--- src/rtl/demux1x8_tdm.sv ---
// demux1x8_tdm: 1-to-8 TDM demux; auto mode builds 8-word frames, direct mode steers words by S2..S0.
// Latency: direct write lands on Y one cycle later; a completed frame shows on Y the cycle after its 8th word.
// Backpressure: none on din; a completed frame is dropped (sticky overrun) if the held one is unacked. Option: DEMUX_TIMEOUT_EN.
module demux1x8_tdm #(
    parameter int WIDTH   = 1,
    parameter int TIMEOUT = 16
) (
    input  logic             clk,
    input  logic             rst,
    input  logic [WIDTH-1:0] din,
    input  logic             din_valid,
    input  logic             auto,
    input  logic             S0,
    input  logic             S1,
    input  logic             S2,
    input  logic             frame_ack,
    input  logic             clr_ovr,
    output logic [WIDTH-1:0] Y0,
    output logic [WIDTH-1:0] Y1,
    output logic [WIDTH-1:0] Y2,
    output logic [WIDTH-1:0] Y3,
    output logic [WIDTH-1:0] Y4,
    output logic [WIDTH-1:0] Y5,
    output logic [WIDTH-1:0] Y6,
    output logic [WIDTH-1:0] Y7,
    output logic             frame_valid,
    output logic [2:0]       lane_ptr,
`ifdef DEMUX_TIMEOUT_EN
    output logic             timeout_err,
`endif
    output logic             overrun
);

    if (TIMEOUT < 2 || TIMEOUT > 255) begin : g_bad_timeout
        $error("demux1x8_tdm: TIMEOUT must be in 2..255");
    end

    logic [WIDTH-1:0] y_q        [8];
    logic [WIDTH-1:0] shadow     [8];
    logic [WIDTH-1:0] frame_next [8];
    logic [2:0]       sel;
    logic             complete;
    logic             publish;
    logic             drop;
    logic             tmo_hit;

    assign sel      = {S2, S1, S0};
    assign complete = auto & din_valid & (lane_ptr == 3'd7);
    assign publish  = complete & (~frame_valid | frame_ack);
    assign drop     = complete & frame_valid & ~frame_ack;

    // The 8th word is merged here so it reaches Y on the same edge it is accepted.
    always_comb begin
        frame_next = shadow;
        frame_next[lane_ptr] = din;
    end

    always_ff @(posedge clk) begin
        if (rst) begin
            lane_ptr    <= 3'd0;
            frame_valid <= 1'b0;
            for (int i = 0; i < 8; i++) begin
                y_q[i]    <= '0;
                shadow[i] <= '0;
            end
        end else if (!auto) begin
            // Direct mode also covers the 1->0 switch: partial frame and pending frame are discarded.
            lane_ptr    <= 3'd0;
            frame_valid <= 1'b0;
            for (int i = 0; i < 8; i++) begin
                shadow[i] <= '0;
            end
            if (din_valid) begin
                y_q[sel] <= din;
            end
        end else begin
            if (tmo_hit) begin
                lane_ptr <= 3'd0;
                for (int i = 0; i < 8; i++) begin
                    shadow[i] <= '0;
                end
            end else if (din_valid) begin
                shadow[lane_ptr] <= din;
                lane_ptr         <= 3'(lane_ptr + 3'd1);
            end

            if (publish) begin
                y_q         <= frame_next;
                frame_valid <= 1'b1;
            end else if (frame_ack && frame_valid) begin
                frame_valid <= 1'b0;
            end
        end
    end

    // A fresh drop takes priority over a same-cycle clear.
    always_ff @(posedge clk) begin
        if (rst) begin
            overrun <= 1'b0;
        end else if (drop) begin
            overrun <= 1'b1;
        end else if (clr_ovr) begin
            overrun <= 1'b0;
        end
    end

`ifdef DEMUX_TIMEOUT_EN
    logic [7:0] idle_cnt;

    assign tmo_hit = auto & ~din_valid & (lane_ptr != 3'd0) & (idle_cnt == 8'(TIMEOUT - 1));

    always_ff @(posedge clk) begin
        if (rst) begin
            idle_cnt    <= 8'd0;
            timeout_err <= 1'b0;
        end else begin
            timeout_err <= tmo_hit;
            if (!auto || din_valid || lane_ptr == 3'd0 || tmo_hit) begin
                idle_cnt <= 8'd0;
            end else begin
                idle_cnt <= 8'(idle_cnt + 8'd1);
            end
        end
    end
`else
    assign tmo_hit = 1'b0;
`endif

    assign Y0 = y_q[0];
    assign Y1 = y_q[1];
    assign Y2 = y_q[2];
    assign Y3 = y_q[3];
    assign Y4 = y_q[4];
    assign Y5 = y_q[5];
    assign Y6 = y_q[6];
    assign Y7 = y_q[7];

endmodule

--- config.mk ---
export PLATFORM = sky130hd
export DESIGN_NAME = demux1x8_tdm
export DESIGN_NICKNAME = d
export VERILOG_FILES = /design/src/rtl/demux1x8_tdm.sv
export SDC_FILE = /design/constraint.sdc
export NUM_CORES = 1
export LEC_CHECK = 0
export BUFFER_PORTS_ARGS = -buffer_cell sky130_fd_sc_hd__buf_4
export CAP_MARGIN = 20
export CORE_AREA = 2 2 51 53
export CTS_CLUSTER_DIAMETER = 60
export DETAILED_ROUTE_END_ITERATION = 16
export DIE_AREA = 0 0 53 55
export GPL_TIMING_DRIVEN = 0
export HOLD_SLACK_MARGIN = 0.03
export PLACE_DENSITY = 0.69
export REMOVE_ABC_BUFFERS = 1
export SYNTH_ARGS = -nofsm -noshare
export SYNTH_HDL_FRONTEND = slang
export SYNTH_SLANG_ARGS = --single-unit
--- constraint.sdc ---
create_clock -name clk -period 2.2 [get_ports clk]
set_input_delay 0.11 -clock clk [delete_from_list [all_inputs] [get_ports clk]]
set_output_delay 0.11 -clock clk [all_outputs]
set_load 0.02 [all_outputs]
==> results of run 1 <==
-- worst max path at each step --
stage / from / endpoint / cells after the start
final: lane_ptr[0] / Y7 / 6
after global routing: lane_ptr[0] / Y0 / 6
after CTS: lane_ptr[0] / Y1 / 6
after detailed placement: lane_ptr[0] / Y5 / 6
after global placement: lane_ptr[0] / Y5 / 6
after floorplan: lane_ptr[0] / Y0 / 6
-- cell families after synthesis --
| kind of cell | after synthesis | synth area share, % |
|---|---|---|
| flip-flops | 21 | 37.8 |
| AND/OR/NAND/NOR | 35 | 14.7 |
| AO/OA/AOI/OAI | 39 | 24.5 |
| buffers and inverters | 11 | 5.62 |
| XOR/XNOR | 1 | 0.787 |
| multiplexers | 16 | 14.4 |
| adder cells (fa/ha/maj) | 2 | 2.25 |
-- where the power goes --
part | switching [mW] | leakage [nW] | internal (mW)
Sequential | 0.00896 | 0.170 | 0.390
Combinational | 0.0668 | 0.335 | 0.0536
Clock | 0.112 | 0.0150 | 0.0706
-- area by class of cell --
class	count	area share [%]
repair buffers	22	12.8
flip-flops and latches	21	32.6
well taps	30	2.91
clock buffers	4	2.03
inverters	3	0.872
multi-input cells	93	48.8
-- critical path: stages (launching register included) --
cell      delay [ns]
dfxtp_1         0.61
ha_1            0.23
ha_1            0.18
nand2_1         0.10
o22ai_4         0.34
a21oi_1         0.12
a311oi_1        0.25
-- flip-flops by register name, summed over array words and instances, names as in the netlist --
signal,count
shadow,8
frame_valid,1
Y3,1
Y1,1
Y2,1
overrun,1
Y7,1
Y5,1
Y4,1
Y0,1
lane_ptr,3
Y6,1
-- layout by cell type, fill, tap and decap left out, drive strengths merged --
cell | netlist | routed
o21bai | 2 | 2
xnor2 | 1 | 1
a21oi | 12 | 12
buf | 5 | 22
a21o | 4 | 4
clkbuf | 3 | 4
a311oi | 8 | 8
nand2b | 5 | 5
nand2 | 7 | 7
inv | 3 | 3
nor3 | 2 | 2
o31ai | 2 | 2
nor2 | 19 | 19
mux2i | 16 | 16
dfxtp | 21 | 21
o22ai | 1 | 1
nand4 | 1 | 1
ha | 2 | 2
a31o | 2 | 2
o21ai | 8 | 8
nor2b | 1 | 1
-- routing by layer --
layer | part of all wire [%] | global-route usage [%]
met5 | 0 | 0
met4 | 1.4 | 7.69
met3 | 4.2 | 2.42
met2 | 47 | 27.5
met1 | 48 | 22.0
-- per-stage QoR --
step / setup WS (ns) / instances / area, um2 / total power [mW] / util (%)
after global routing: 0.0697 / 173 / 1290 / 0.737 / 54.6
final: 0.292 / 173 / 1290 / 0.702 / 54.6
after floorplan: 0.382 / 117 / 1060 / 0.475 / -
after detailed placement: 0.300 / 169 / 1260 / 0.529 / 53.5
after global placement: 0.339 / 169 / 1260 / 0.526 / 53.5
after CTS: 0.280 / 173 / 1290 / 0.708 / 54.6
==> flow_metrics.py, run 1 <==
metrics = {
    "synthesis": {
        "synth-seq-cells": 21,
        "ys_seq_area_share_pct": 37.8,
        "syn_avg_cell_area_um2": 8.91,
        "ys_types": 29,
        "yosysTopAreaCell": "dfxtp_1",
        "synth.most_common_cell": "dfxtp_1",
        "yosysWarningCount": 0,
        "synthFlopType": "dfxtp_1",
        "synthArstFlopShare_pct": 0,
        "synth-edff-count": 0,
        "synthTopCellsByCount": "dfxtp_1 (21), nor2_1 (19), mux2i_1 (16), a21oi_1 (12), a311oi_1 (8)",
        "synthTopCellsByArea": "dfxtp_1 (38%), mux2i_1 (14%), nor2_1 (6.4%), a311oi_1 (6.3%), a21oi_1 (5.4%)",
        "netlist.area_leader.share_pct": 37.8,
        "syn_area_mm2": 0.00111,
        "postSynthCellCount": 125,
    },
    "place": {
        "port-buffer-count": 22,
        "place_hpwl_mm": 1.61,
        "place_congestion": 0.749,
    },
    "detailed_routing": {
        "first_pass_iters": 4,
        "avgViaCountPerCell": 5.43,
        "wl_mm": 2.13,
        "drc": 0,
        "drt_iter0_markers": 12,
        "ant_nets": 0,
        "wl_per_cell_um": 12.3,
        "vias": 939,
    },
    "power": {
        "p_leak_nw": 0.521,
        "max-vdd-ir-drop_mv": 0.304,
        "power_density_mw_per_mm2": 544,
    },
    "clock_tree": {
        "cts_buffer_depth": 2,
        "cts_hold_buf": 0,
        "cts_buffers": 3,
        "cts_num_sinks": 21,
        "cts.clk_slew.worst_paths_ns": 0.11,
        "cts_setup_buffers": 0,
        "cts_resized": 0,
        "clock_tree.root_cell": "clkbuf_4",
        "cts_tree": "built",
        "clock_latency_ns": 0.30,
        "h-tree-depth": 1,
    },
    "global_routing": {
        "track_usage_pct": 16.8,
        "antenna_found_initial": 0,
        "grt_pass1_vias": 839,
        "grt_max_degree": 20,
        "grt_pass1_wl_mm": 3.60,
        "overflow": 0,
    },
    "flow_run": {
        "maxCapViolCount": 0,
    },
    "layout": {
        "layout-drive-gt1-share_pct": 23.8,
        "nNetsFinal": 156,
        "multi_input_area_um2": 631,
        "fill_cells": 232,
        "diodes": 0,
        "ff_latch_area_um2": 420,
        "area_delta_synth_final_pct": 16.0,
    },
    "critical_path": {
        "reg2reg_depth": 6,
        "endpoint_kind": "flip-flop",
        "cp_data_required_time_ns": 2.42,
        "reg2reg_setup_slack_ns": 0.29,
        "crit_arrival_ns": 2.12,
        "path_class": "flip-flop to flip-flop",
        "timing.rr.start": "lane_ptr[0]",
        "r2r-end": "Y7",
        "critPathLaunchType": "flip-flop",
        "cp_max_fo": 16,
    },
    "floorplan": {
        "num_rows": 18,
        "start_util_pct": 47.1,
        "coreArea_mm2": 0.00236,
        "die_w_um": 53,
        "die_height_um": 55,
        "dieArea_mm2": 0.00292,
        "boundaryPins": 23,
    },
    "timing": {
        "finalClockSkew_ns": 0.00172,
        "maxSlewHeadroom_pct": 70.9,
        "fin_crit_ns": 1.91,
        "hold_slack_ns": 0.0430,
        "tns_ns": 0,
        "finalSetupViolations": 0,
        "min_period_over_period_pct": 86.7,
        "rsz0062_at_grt": "no",
        "worstMarginPinSlew_ns": 0.436,
        "final_max_slew_viol_count": 0,
        "final_hold_viol_count": 0,
        "clock.fmax_mhz": 524,
    },
    "min_path": {
        "hold_path_depth": 2,
        "worstHoldStart": "rst",
        "min_to": "overrun",
        "worstHoldPathType": "input port to flip-flop",
    },
    "run_status": {
        "status": "finished clean",
    },
}
(Power assumes the default switching activity.)
==> run 2: changes to the inputs <==
GPL_TIMING_DRIVEN = unset   (was 0)
==> run 2 against run 1 <==
  * Setup slack improved by 0.082 ns
  * Flip-flop and latch count stayed put
  * Sequential share of layout area down 0.47 points
  * First-iteration DRC count is 120% higher
  * Via count up 0.64%
  * Total power up 1.2%
  * Cell area grew 1.5%
  * Die area did not move
==> flow_metrics.py, run 2 (same netlist as run 1, synthesis figures left out) <==
metrics = {
    "clock_tree": {
        "cts.clk_slew.worst_paths_ns": 0.12,
        "h-tree-depth": 1,
        "cts_num_sinks": 21,
        "cts_buffers": 3,
        "cts_setup_buffers": 0,
        "clock_latency_ns": 0.31,
        "cts_tree": "built",
        "cts_hold_buf": 1,
        "cts_buffer_depth": 2,
        "clock_tree.root_cell": "clkbuf_4",
        "cts_resized": 0,
    },
    "timing": {
        "rsz0062_at_grt": "no",
        "final_max_slew_viol_count": 0,
        "finalClockSkew_ns": 0.00180,
        "final_hold_viol_count": 0,
        "final.setup.worst_slack_ns": 0.374,
        "min_period_over_period_pct": 83.0,
        "clock.fmax_mhz": 548,
        "finalSetupViolations": 0,
        "tns_ns": 0,
        "fin_crit_ns": 1.83,
        "maxSlewHeadroom_pct": 71.0,
        "worstMarginPinSlew_ns": 0.434,
    },
    "detailed_routing": {
        "wl_mm": 2.31,
        "highest_layer": "met4",
        "drc": 0,
        "wl_per_cell_um": 13.2,
        "drt_iter0_markers": 26,
        "met3WireLength_um": 96,
        "first_pass_iters": 4,
        "avgViaCountPerCell": 5.40,
        "routed-wl-met2_mm": 1.09,
        "vias": 945,
        "ant_nets": 0,
        "m1WireLength_mm": 1.08,
    },
    "layout": {
        "fill_cells": 238,
        "top_register": "shadow",
        "nNetsFinal": 158,
        "layout-drive-gt1-share_pct": 24.8,
        "ff_latch_area_um2": 420,
        "reg.largest.list": "shadow: 8 flops, lane_ptr: 3 flops",
        "multi_input_area_um2": 631,
        "largest_reg_flops": 8,
        "diodes": 0,
        "final_cell_mix": "buf_4 (23), dfxtp_1 (21), nor2_1 (19)",
        "area_delta_synth_final_pct": 17.6,
        "final_common_cell": "buf_4",
    },
    "flow_run": {
        "maxCapViolCount": 0,
    },
    "floorplan": {
        "boundaryPins": 23,
        "num_rows": 18,
        "coreArea_mm2": 0.00236,
        "die_w_um": 53,
        "die_height_um": 55,
        "dieArea_mm2": 0.00292,
        "start_util_pct": 47.1,
    },
    "global_routing": {
        "grt_pass1_wl_mm": 3.84,
        "grt_pass1_vias": 888,
        "antenna_found_initial": 0,
        "grt_max_degree": 20,
        "overflow": 0,
        "track_usage_pct": 18.1,
    },
    "critical_path": {
        "path_class": "flip-flop to flip-flop",
        "critPathCapture": "Y5",
        "reg2reg_setup_slack_ns": 0.37,
        "timing.rr.start": "lane_ptr[1]",
        "endpoint_kind": "flip-flop",
        "critPathLaunchType": "flip-flop",
        "critPathLaunch": "lane_ptr[1]",
        "r2r-end": "Y5",
        "cp_data_required_time_ns": 2.43,
        "cp_max_fo": 16,
        "reg2reg_depth": 6,
        "crit_arrival_ns": 2.05,
    },
    "power": {
        "max-vdd-ir-drop_mv": 0.334,
        "finalPower_mw": 0.711,
        "power_density_mw_per_mm2": 542,
        "p_leak_nw": 0.533,
    },
    "place": {
        "post-place-ws_ns": 0.399,
        "place_congestion": 0.791,
        "place_hpwl_mm": 1.71,
        "port-buffer-count": 22,
    },
    "min_path": {
        "worstHoldPathType": "input port to flip-flop",
    },
    "run_status": {
        "status": "finished clean",
    },
}
## run 2: cell types whose count changed in the layout (fill, tap and decap cells not counted)
cell / delta
dlygate4sd3_1: +1
buf_4: +1
clkbuf_1: -1
clkinv_2: +1
## run 2: area by class of cell
type	instances	share of cell area [%]
Clock inverter	1	0.382
Sequential cell	21	32.1
Tap cell	30	2.87
Multi-Input combinational cell	93	48.1
Timing Repair Buffer	24	13.9
Clock buffer	3	1.72
Inverter	3	0.860
## run 2: metrics by stage
| stage | instances | cell area (um2) | util (%) | hold slack [ns] |
|---|---|---|---|---|
| global route | 175 | 1310 | 55.4 | 0.0859 |
| detailed placement | 170 | 1270 | 53.8 | 0.365 |
| global placement | 170 | 1270 | 53.8 | 0.353 |
| CTS | 175 | 1310 | 55.4 | 0.0592 |
| finish | 175 | 1310 | 55.4 | 0.0685 |
| floorplan | 117 | 1060 | - | 0.179 |
## run 2: metal layers
layer | track usage [%] | vias to the layer above
li1 | - | 489
met1 | 22.8 | 436
met2 | 30.4 | 16
met3 | 2.69 | 4
met4 | 8.97 | 0
met5 | 0 | -
## run 2: report_power, final
part	internal (mW)	switching (mW)	leakage, nW	total [mW]
combinational	0.0560	0.0707	0.345	0.127
sequential	0.390	0.00620	0.170	0.397
clock	0.0679	0.119	0.0177	0.187
total	0.514	0.196	0.533	0.711
## run 2: worst max-delay path, stage by stage, from the launching register on
cell,delay (ns)
dfxtp_1,0.52
ha_1,0.21
ha_1,0.18
nand2_1,0.10
o22ai_4,0.35
a21oi_1,0.13
a311oi_1,0.25
## run 2: worst min-delay path by stage
stage | depth (start not counted) | to | slack (ns) | startpoint
2_1_floorplan | 1 | overrun | 0.18 | rst
3_3_place_gp | 2 | overrun | 0.35 | rst
3_5_place_dp | 2 | Y0 | 0.37 | rst
4_1_cts | 3 | overrun | 0.06 | clr_ovr
5_1_grt | 3 | overrun | 0.09 | clr_ovr
6_report | 3 | overrun | 0.07 | clr_ovr
